<file path="src/rtl/as_mem_ctrl.sv">
// as_mem_ctrl: access-memory stage engine.
// Takes the AS pipeline register contents (flag, instruction, ALU result, rs2) and issues one
// load or store per flagged instruction on a req/ack data bus. Store data is lane-replicated
// with byte enables. Load data is byte/half selected and sign- or zero-extended.
// stall_o holds the AS register until the access finishes.
// Ports:
//   clk, rst                      clock (rising edge), async active-high reset
//   acess_mem_flag_i              AS register holds a load/store
//   inst_i, alu_res_i, rs2_data_i instruction, effective address, store data
//   mem_req_o/we/addr/wdata/be    bus request fields, held while BUSY
//   mem_ack_i/err_i/rdata_i       bus completion, error and read data
//   ld_data_o, ld_valid_o         load result and its 1-cycle update strobe
//   stall_o                       FLOW_STOP request
//   exc_o                         1-cycle exception pulse
module as_mem_ctrl #(
  parameter int unsigned DATA_W  = 32,
  parameter int unsigned TIMEOUT = 255
) (
  input  logic              clk,
  input  logic              rst,
  input  logic              acess_mem_flag_i,
  input  logic [31:0]       inst_i,
  input  logic [DATA_W-1:0] alu_res_i,
  input  logic [DATA_W-1:0] rs2_data_i,
  output logic              mem_req_o,
  output logic              mem_we_o,
  output logic [DATA_W-1:0] mem_addr_o,
  output logic [DATA_W-1:0] mem_wdata_o,
  output logic [3:0]        mem_be_o,
  input  logic              mem_ack_i,
  input  logic              mem_err_i,
  input  logic [DATA_W-1:0] mem_rdata_i,
  output logic [DATA_W-1:0] ld_data_o,
  output logic              ld_valid_o,
  output logic              stall_o,
  output logic              exc_o
);

  localparam int unsigned CntW = (TIMEOUT < 2) ? 1 : $clog2(TIMEOUT + 1);
  localparam logic [CntW-1:0] CntLast = CntW'(TIMEOUT - 1);

  typedef enum logic [1:0] {StIdle, StBusy, StDone} state_e;

  state_e              state_q, state_d;
  logic [CntW-1:0]     cnt_q, cnt_d;
  logic [DATA_W-1:0]   addr_q, addr_d;
  logic [DATA_W-1:0]   wdata_q, wdata_d;
  logic [DATA_W-1:0]   ld_data_q, ld_data_d;
  logic [3:0]          be_q, be_d;
  logic [2:0]          funct3_q, funct3_d;
  logic [1:0]          off_q, off_d;
  logic                we_q, we_d;
  logic                ld_valid_q, ld_valid_d;
  logic                exc_q, exc_d;

  // Instruction decode
  logic [6:0]        opcode;
  logic [2:0]        funct3;
  logic [1:0]        off;
  logic              is_load, is_store, f3_legal, aligned, req_ok;
  logic [3:0]        st_be;
  logic [DATA_W-1:0] st_wdata;
  logic              unused_inst;

  assign opcode      = inst_i[6:0];
  assign funct3      = inst_i[14:12];
  assign off         = alu_res_i[1:0];
  assign is_load     = (opcode == 7'b0000011);
  assign is_store    = (opcode == 7'b0100011);
  assign unused_inst = ^{inst_i[31:15], inst_i[11:7]};

  always_comb begin
    f3_legal = 1'b0;
    if (is_load) begin
      f3_legal = (funct3 == 3'b000) || (funct3 == 3'b001) || (funct3 == 3'b010) ||
                 (funct3 == 3'b100) || (funct3 == 3'b101);
    end else if (is_store) begin
      f3_legal = (funct3 == 3'b000) || (funct3 == 3'b001) || (funct3 == 3'b010);
    end
  end

  // funct3[1:0] gives the access size for both loads and stores
  always_comb begin
    case (funct3[1:0])
      2'b01:   aligned = (off[0] == 1'b0);
      2'b10:   aligned = (off == 2'b00);
      default: aligned = 1'b1;
    endcase
  end

  assign req_ok = f3_legal && aligned;

  always_comb begin
    st_be    = 4'b1111;
    st_wdata = rs2_data_i;
    if (is_store) begin
      case (funct3[1:0])
        2'b00: begin
          st_be    = 4'b0001 << off;
          st_wdata = {4{rs2_data_i[7:0]}};
        end
        2'b01: begin
          st_be    = off[1] ? 4'b1100 : 4'b0011;
          st_wdata = {2{rs2_data_i[15:0]}};
        end
        default: ;
      endcase
    end
  end

  // Load extraction uses the captured funct3/offset, not the live instruction
  logic [7:0]        ld_byte;
  logic [15:0]       ld_half;
  logic [DATA_W-1:0] ld_ext;

  assign ld_byte = mem_rdata_i[{off_q, 3'b000} +: 8];
  assign ld_half = off_q[1] ? mem_rdata_i[31:16] : mem_rdata_i[15:0];

  always_comb begin
    case (funct3_q)
      3'b000:  ld_ext = {{24{ld_byte[7]}}, ld_byte};
      3'b001:  ld_ext = {{16{ld_half[15]}}, ld_half};
      3'b100:  ld_ext = {24'h0, ld_byte};
      3'b101:  ld_ext = {16'h0, ld_half};
      default: ld_ext = mem_rdata_i;
    endcase
  end

  always_comb begin
    state_d    = state_q;
    cnt_d      = cnt_q;
    addr_d     = addr_q;
    wdata_d    = wdata_q;
    be_d       = be_q;
    we_d       = we_q;
    funct3_d   = funct3_q;
    off_d      = off_q;
    ld_data_d  = ld_data_q;
    ld_valid_d = 1'b0;
    exc_d      = 1'b0;
    unique case (state_q)
      StIdle: begin
        if (acess_mem_flag_i) begin
          if (req_ok) begin
            addr_d   = {alu_res_i[DATA_W-1:2], 2'b00};
            wdata_d  = st_wdata;
            be_d     = st_be;
            we_d     = is_store;
            funct3_d = funct3;
            off_d    = off;
            cnt_d    = '0;
            state_d  = StBusy;
          end else begin
            exc_d   = 1'b1;
            state_d = StDone;
          end
        end
      end
      StBusy: begin
        if (mem_ack_i) begin
          state_d = StDone;
          if (mem_err_i) begin
            exc_d = 1'b1;
            if (!we_q) ld_data_d = '0;
          end else if (!we_q) begin
            ld_data_d  = ld_ext;
            ld_valid_d = 1'b1;
          end
        end else if (cnt_q == CntLast) begin
          exc_d   = 1'b1;
          state_d = StDone;
        end else begin
          cnt_d = cnt_q + 1'b1;
        end
      end
      StDone:  state_d = StIdle;
      default: state_d = StIdle;
    endcase
  end

  always_ff @(posedge clk or posedge rst) begin
    if (rst) begin
      state_q    <= StIdle;
      cnt_q      <= '0;
      addr_q     <= '0;
      wdata_q    <= '0;
      be_q       <= '0;
      we_q       <= 1'b0;
      funct3_q   <= '0;
      off_q      <= '0;
      ld_data_q  <= '0;
      ld_valid_q <= 1'b0;
      exc_q      <= 1'b0;
    end else begin
      state_q    <= state_d;
      cnt_q      <= cnt_d;
      addr_q     <= addr_d;
      wdata_q    <= wdata_d;
      be_q       <= be_d;
      we_q       <= we_d;
      funct3_q   <= funct3_d;
      off_q      <= off_d;
      ld_data_q  <= ld_data_d;
      ld_valid_q <= ld_valid_d;
      exc_q      <= exc_d;
    end
  end

  assign mem_req_o   = (state_q == StBusy);
  assign mem_we_o    = we_q;
  assign mem_addr_o  = addr_q;
  assign mem_wdata_o = wdata_q;
  assign mem_be_o    = be_q;
  assign ld_data_o   = ld_data_q;
  assign ld_valid_o  = ld_valid_q;
  assign exc_o       = exc_q;
  // Gated by rst so a still-asserted flag cannot hold the pipe during reset
  assign stall_o     = !rst && (((state_q == StIdle) && acess_mem_flag_i) || (state_q == StBusy));

endmodule
</file>
<file path="config.mk">
export PLATFORM = sky130hd
export DESIGN_NAME = as_mem_ctrl
export DESIGN_NICKNAME = d
export VERILOG_FILES = /design/src/rtl/as_mem_ctrl.sv
export SDC_FILE = /design/constraint.sdc
export NUM_CORES = 1
export LEC_CHECK = 0
export ABC_AREA = 1
export CAP_MARGIN = 20
export CORE_ASPECT_RATIO = 1.1
export CORE_UTILIZATION = 40
export CTS_CLUSTER_DIAMETER = 120
export CTS_CLUSTER_SIZE = 28
export DETAILED_ROUTE_END_ITERATION = 6
export GPL_TIMING_DRIVEN = 0
export MAX_ROUTING_LAYER = met4
export PLACE_DENSITY = 0.84
export SYNTH_ARGS = -nofsm -noshare
export SYNTH_HDL_FRONTEND = slang
export SYNTH_SLANG_ARGS = --single-unit
</file>
<file path="constraint.sdc">
create_clock -name clk -period 3.4 [get_ports clk]
set_clock_uncertainty 0.1 [all_clocks]
set_input_delay 0.51 -clock clk [delete_from_list [all_inputs] [get_ports clk]]
set_output_delay 0.51 -clock clk [all_outputs]
set_load 0.05 [all_outputs]
</file>
Word level (Yosys, flattened, before mapping):

Index checks and enable logic that the tools add are counted.

* bits in registers: 116
* output and inout bits: 105

* reductions and logical operators: 19
* mux-type cells: 33
* $add $sub $neg: 1
* shift-type cells: 2
* eq/ne operators: 18
* bitwise logic cells: 2

Operators with widths (count)
* 2-to-1 mux 32 bit: 4
* one-hot mux 32 bit (4 select lines): 1
* one-hot mux 32 bit (2 select lines): 1
* 2-to-1 mux 8 bit: 4
* indexed part select 32 x 6 -> 8 bit: 1
* 2-to-1 mux 16 bit: 1
* one-hot mux 8 bit (2 select lines): 1
* == test 3 bit (second input constant): 4
* 2-to-1 mux 1 bit: 11
* adder 8 x 1 -> 8 bit (second input constant): 1
* == test 8 bit (second input constant): 1
* 2-to-1 mux 2 bit: 4
* 2-to-1 mux 4 bit: 2
* != test 2 bit (second input constant): 4
* one-hot mux 4 bit (2 select lines): 1
* == test 7 x 2 -> 1 bit (second input constant): 1
* == test 7 x 6 -> 1 bit (second input constant): 1
* == test 3 x 1 -> 1 bit (second input constant): 2
* logical NOT 2 bit: 3
* logical NOT 3 bit: 2
* AND reduction 3 bit: 2
* logical OR 1 bit: 5
* AND reduction 5 bit: 1
* == test 2 x 1 -> 1 bit (second input constant): 2
* other kinds (11): 15

Logic depth before layout (Yosys ltp):

* depth after elaboration: 10
* mapped depth: 12
* mapped depth without buffers: 10

Least setup slack after synthesis:

OpenSTA, ideal clock, no wires.

* path kind: register to output
* from: reg state_q[1]
* to: out stall_o
* path slack: 1.054 ns
* stages on the path, launching flop included: 4
* arrival time: 1.736 ns
* data required time: 2.790 ns
* cells stage by stage: dfrtp_1 nor2_4 inv_1 a21oi_1

* elaborated cells on any way between the ends: 5

RTL lines
* start, declared: RTL line 44 `state_e state_q, state_d;`
* start signal, assigned: RTL line 183 `state_q <= StIdle;`
* start signal, assigned: RTL line 195 `state_q <= state_d;`
* == test 2 x 1 -> 1 bit
* named net mem_req_o: RTL line 25 `output logic mem_req_o,`
* logical OR 1 bit: RTL line 218 `assign stall_o = !rst && (((state_q == StIdle) && acess_mem_flag_i) || (state_q == StBusy));`
* logical AND 1 bit: RTL line 218
* end, declared: RTL line 35 `output logic stall_o,`

The timed path passes the listed nets, and every way through them passes these cells.

Final worst setup path:

* from: in acess_mem_flag_i
* to: out stall_o

* longest elaborated chain between the ends: 3

RTL lines
* start, declared: RTL line 21 `input logic acess_mem_flag_i,`
* logical AND 1 bit: RTL line 218
* logical OR 1 bit: RTL line 218
* logical AND 1 bit: RTL line 218

No other way between the ends.

==> impl_metrics.json <==
{
  "outcome": "finished, final reports clean",
  "cp.arrival_ps": 2500,
  "core_area_sq_mm": 0.01523,
  "required_ps": 2790,
  "antenna_found_initial": 0,
  "gp_congestion": 0.9409,
  "pre_cts_ws_ps": 280.4,
  "cts-root-buf": "clkbuf_16",
  "syn_area_per_cell_sq_um": 7.125,
  "synth.distinct_cells": 29,
  "clk_latency_ps": 410,
  "cp_max_fo": 10,
  "internal_power_mw": 2.912,
  "grt_max_degree": 43,
  "avgViaCountPerCell": 4.979,
  "clock-sinks": 116,
  "syn_area_sq_mm": 0.006291,
  "rsz0062_at_grt": "no",
  "portBuffers": 213,
  "num_rows": 47,
  "cts_tree": "yes",
  "setup_tns_ps": 0,
  "dp_hpwl_um": 14590,
  "start_kind": "input port",
  "cp_top_family": "buffers and inverters",
  "cts_resized": 0,
  "synth_area_leaders": "dfrtp_1 (46%), nand2_1 (25%), nand3_1 (8.4%)",
  "p_leak_nw": 4.858,
  "path_cells": "clkdlybuf4s50_1 > inv_1 > nor2_4 > inv_1 > a21oi_1 > clkdlybuf4s50_1",
  "routed_wl_um": 19620,
  "cp.buffers_inverters": 4,
  "final-setup-viol-count": 0,
  "detail-route-antenna-nets": 0,
  "p_switching_mw": 1.222,
  "initial_utilization_pct": 41.30,
  "synthToLayoutAreaGrowth_pct": 48.19,
  "first_pass_iters": 5,
  "overflow": 0,
  "dieHeight_um": 133.5,
  "die_w_um": 121.6,
  "slew_headroom_pct": 45.74,
  "slowest_stage": "clkdlybuf4s50_1",
  "max_stage_delay_ps": 820,
  "nNetsFinal": 1256,
  "slew_violations": 0,
  "hp-class": "reg2reg",
  "path_clk_slew_ps": 50,
  "drtIter0Drc": 486,
  "worst_slew_pin_slew_ps": 812.3,
  "cts-hold-fix-buffers": 0,
  "cp-end-kind": "output port",
  "p_sw_share_pct": 29.56,
  "hold_viol": 0,
  "htreeDepth": 4,
  "grt_pass1_wl_um": 31690,
  "final_common_cell": "nand2_1",
  "syn_inst": 883,
  "synth_top_area_share_pct": 46.14,
  "post_cts_buffers": 0,
  "grt_usage_pct": 25.63,
  "avgRoutedWirePerCell_um": 14.80,
  "antenna_cells": 0,
  "critPathKind": "in2out",
  "clock.fmax_ghz": 0.3212,
  "cts_buffer_depth": 2,
  "synth-seq-cells": 116,
  "dieArea_sq_mm": 0.01623,
  "num_vias": 6602,
  "finalCritPeriodShare_pct": 91.58,
  "pwr-share-comb_pct": 19.8,
  "ys.warnings.count": 0,
  "seq_area_frac_synth_pct": 46.14,
  "grt_pass1_vias": 6413,
  "cts_buffers": 17,
  "pin_count": 238,
  "drc": 0,
  "min_period_ps": 3114,
  "layout-drive-gt1-share_pct": 7.611,
  "synth_top_cell_by_area": "dfrtp_1",
  "p_per_area_mw_per_mm2": 443.5,
  "ir_drop_mv": 0.3313,
  "mostFrequentLayoutCells": "nand2_1 (413), clkdlybuf4s50_1 (213), dfrtp_1 (116), nand3_1 (106), inv_1 (68)",
  "pwr-share-seq_pct": 35.5,
  "fin_ws_ps": 286.2,
  "p_clk_share_pct": 44.7,
  "maxCapViolCount": 0
}
==> power by group through the flow <==
stage / logic [mW] / registers, mW / clock network, mW
detailed placement: 0.814 / 1.49 / 0
floorplan: 0.314 / 1.64 / 0
finish: 0.819 / 1.47 / 1.85
CTS: 0.819 / 1.47 / 1.86
global placement: 0.803 / 1.49 / 0
global route: 0.885 / 1.47 / 1.93
==> routing by layer <==
layer  vias up  share of wire (%)  GRT usage [%]
met5         -                  0              -
li1       3228                  -              -
met1      3055                 41          31.12
met2       290                 49          41.41
met4         0                2.0          8.916
met3        29                8.1          6.122
==> worst paths after layout <==
kind,startpoint,slack (ps),depth (start not counted),to
max,acess_mem_flag_i,290,6,stall_o
min,mem_addr_o[21]$_DFFE_PP0P_,370,2,mem_addr_o[21]$_DFFE_PP0P_
max reg2reg,funct3_q[1]$_DFFE_PP0P_,1560,5,ld_data_o[5]$_DFFE_PP0P_
min reg2reg,mem_addr_o[21]$_DFFE_PP0P_,370,2,mem_addr_o[21]$_DFFE_PP0P_
max in group asynchronous,rst,1720,4,mem_be_o[0]$_DFFE_PP0P_
min in group asynchronous,rst,530,2,cnt_q[2]$_DFFE_PP0P_
==> synthesized netlist by cell type <==
| master | number |
|---|---|
| a21oi_1 | 21 |
| and3_1 | 1 |
| buf_2 | 9 |
| buf_4 | 16 |
| buf_6 | 4 |
| clkbuf_1 | 15 |
| conb_1 | 1 |
| dfrtp_1 | 116 |
| ha_1 | 5 |
| inv_1 | 69 |
| inv_2 | 2 |
| inv_4 | 1 |
| nand2_1 | 413 |
| nand2_2 | 2 |
| nand3_1 | 106 |
| nand3_2 | 1 |
| nand3_4 | 2 |
| nand4_1 | 2 |
| nor2_1 | 36 |
| nor2_2 | 2 |
| nor2_4 | 5 |
| nor3_1 | 1 |
| nor3b_1 | 1 |
| o211ai_1 | 10 |
| o21ai_0 | 24 |
| o21ai_1 | 7 |
| or2_1 | 1 |
| or2_2 | 8 |
| xor2_1 | 2 |
==> cell type report <==
type	instances	area [sq um]
multi-input cells	652	2853
flip-flops and latches	116	2903
repair buffers	215	2172
well taps	196	245.2
inverters	72	276.5
clock buffers	19	452.9
fillers	1345	5908
clock inverters	12	153.9
plain buffers	44	266.5
==> stage by stage <==
stage	hold slack (ps)	instance area, sq um	util (%)	power, mW	instances
final	368.4	9323	61.21	4.134	1326
after global routing	389.4	9323	61.21	4.292	1326
after CTS	371.2	9323	61.21	4.152	1326
after detailed placement	358.0	8716	57.23	2.305	1295
after global placement	352.7	8676	56.96	2.293	1293
after floorplan	373.3	6299	-	1.957	884
==> logic make-up (layout without fill, tap and decap cells) <==
family	Yosys count	in the layout	share of synthesized area, %
xor gates and xnor gates	2	2	0.2785
DFF	116	116	46.14
other	1	2	0.05961
AOI/OAI and AO/OA	62	62	5.330
and+or+nand+nor	581	581	38.62
adders and majority gates	5	5	0.9944
buffers and inverters	116	362	8.572
==> registers in the layout, indices dropped and copies added (netlist names) <==
register     flops
off_q            2
ld_data_o       32
ld_valid_o       1
mem_be_o         4
state_q          2
mem_addr_o      30
cnt_q            8
funct3_q         3
exc_o            1
mem_we_o         1
mem_wdata_o     32
==> tightest hold or removal path: cells and delay by family, from the launching register on <==
| kind | cells | cell delay, ps |
|---|---|---|
| flip-flops | 1 | 340 |
| AND/OR/NAND/NOR | 2 | 90 |
No activity file was read; power rests on OpenSTA's default activity.
==> RTL edit, RTL diff (config.mk and constraints unchanged) <==
The parameter `TIMEOUT` goes from 255 to 510.
--- a/src/rtl/as_mem_ctrl.sv
+++ b/src/rtl/as_mem_ctrl.sv
@@ -16,3 +16,3 @@
   parameter int unsigned DATA_W  = 32,
-  parameter int unsigned TIMEOUT = 255
+  parameter int unsigned TIMEOUT = 510
 ) (
Formal check against the unedited RTL: no difference found for any inputs over 4 cycles, from zero or initial values and one cycle with rst high; that may be too few to reach the edited logic, so the function may still have changed.
==> RTL edit against the unedited design <==
Combinational power fell by 11%; area after synthesis rose by 0.38%; sequential cell count rose by 1; die area rose by 0.37%; power fell by 2.7%; wire length rose by 4.1%; worst setup slack improved by 0.064 ns; largest power group unchanged; cell area rose by 0.35%.
==> RTL edit: results (changes against the unedited design) <==
** Detailed routing
- The routed metal-1 wire length was 8616 um (+6.4%).
- Met2 wire length :: 9706 um (+1.7%)
- The detailed-routing iteration count for the pre-antenna-repair pass was 4 (-1).
- DRC marker count from the first detailed-route iteration :: 456 (-6.2%)
- Total routed wirelength :: 20420 um (+4.1%)
- Post-detailed-route via-to-cell ratio :: 4.967 (-0.23%)
- The routed length on met3 was 1575 um (-0.38%).

** Placement
- The HPWL after detailed placement came to 15330 um (+5.1%).
- Routability-driven placement congestion ratio :: 0.9477 (+0.72%)

** STA
- Max-slew headroom :: 44.28% (-1.5 points)

** Synthesis
- Share of the yosys chip area belonging to registers :: 46.36% (+0.22 points)
- Distinct cell type count of the synthesized netlist :: 33 (+14%)
- Most instantiated cells after synthesis :: 354 x sky130_fd_sc_hd__nand2_1, 117 x sky130_fd_sc_hd__dfrtp_1, 95 x sky130_fd_sc_hd__inv_1
- Yosys attributes the largest share of cell area to sky130_fd_sc_hd__dfrtp_1 46%, sky130_fd_sc_hd__nand2_1 21%, sky130_fd_sc_hd__inv_1 5.6%.

** Setup path
- The worst path arrival time is 2.44 ns (-0.06 ns).
- In this run the critical register-to-register path is launched from state_q[1]$_DFFE_PP0P_.
- Slack of the worst reg-to-reg path :: 1.39 ns (-0.17 ns)
- The maximum fanout along the worst path was 3 (-7).

** Hold path
- The tightest min-delay check is of the in2async type.

** Layout
- The number of nets in the layout came to 1249 (-0.56%).
- Fraction of final layout cells with drive strength greater than 1 :: 8.363% (+0.75 points)
- Total of fill cells in the finished design :: 1342 (-0.22%)

** Global route
- Maximum number of pins on one net before global-route repair :: 41 (-4.7%)
- The global routing met3 resource utilization was 6.675% (+0.55 points).
- The wire length of the first global-routing pass came to 32110 um (+1.3%).
- The met1 usage in global routing is 32.97% (+1.9 points).
- Vias in the first global route :: 6244 (-2.6%)
- The global-route track usage on met2 came to 42.09% (+0.68 points).

** Power
- Leakage power of the design :: 4.666 nW (-4.0%)
- Largest voltage drop on the vdd net :: 0.0003155 V (-4.8%)

** Run status
- The run finished with clean final reports.
RTL edit: changes by cell type in the layout (fill, tap and decap cells not counted), moves of 5 or more:
cell                      change
sky130_fd_sc_hd__o21ai_0     +30
sky130_fd_sc_hd__inv_1       +26
sky130_fd_sc_hd__buf_2        +6
sky130_fd_sc_hd__nand4_1      +7
sky130_fd_sc_hd__a21oi_1     +13
sky130_fd_sc_hd__buf_4       -10
sky130_fd_sc_hd__nand3_1     -41
sky130_fd_sc_hd__inv_2        +5
sky130_fd_sc_hd__nand2_1     -59
sky130_fd_sc_hd__nor2_1      +15
RTL edit: worst paths after layout:
kind	end	cells after the start
max in group asynchronous	mem_addr_o[10]$_DFFE_PP0P_	5
min in group clk	mem_addr_o[14]$_DFFE_PP0P_	2
hold / removal	mem_wdata_o[29]$_DFFE_PP0P_	2
setup / recovery	stall_o	6
hold reg to reg	mem_addr_o[14]$_DFFE_PP0P_	2
setup reg to reg	ld_data_o[11]$_DFFE_PP0P_	5
RTL edit: final cells by class:
cell class              count  area [um^2]  area share [%]
well taps                 196        245.2           2.621
clock buffers              17        425.4           4.547
plain buffers              39        217.7           2.327
repair buffers            216         2192           23.43
inverters                 103        390.4           4.173
multi-input cells         617         2786           29.78
clock inverters            15        170.2           1.819
flip-flops and latches    117         2928           31.30
RTL edit: logic make-up (layout without fill, tap and decap cells):
family                     Yosys count  count (layout)  share of synthesized area, %
adders and majority gates            5               5                        0.9907
DFF                                117             117                         46.36
and+or+nand+nor                    508             508                         34.54
AOI/OAI and AO/OA                  101             101                         8.342
buffers and inverters              142             390                         9.570
xor gates and xnor gates             1               1                        0.1387
other                                1               2                       0.05938
RTL edit: critical path, stage by stage:
cell	delay (ns)
sky130_fd_sc_hd__clkdlybuf4s50_1	0.57
sky130_fd_sc_hd__inv_2	0.10
sky130_fd_sc_hd__nor2_2	0.20
sky130_fd_sc_hd__inv_2	0.10
sky130_fd_sc_hd__a21oi_1	0.14
sky130_fd_sc_hd__clkdlybuf4s50_1	0.81
RTL edit: per-stage QoR:
step / worst slack [ns] / cells / hold slack [ns] / util (%)
after floorplan: 1.210 / 876 / 0.3664 / -
after global placement: 0.1769 / 1285 / 0.3614 / 57.12
after detailed placement: 0.3666 / 1288 / 0.3642 / 57.51
after CTS: 0.3374 / 1320 / 0.3665 / 61.42
after global routing: 0.2880 / 1320 / 0.3882 / 61.42
final: 0.3497 / 1320 / 0.3629 / 61.42
RTL edit: where the power goes:
group          switching [mW]  leakage, nW  internal, mW
Clock                   0.713        0.287          1.10
Combinational           0.446         2.89         0.286
Sequential             0.0357         1.49          1.45
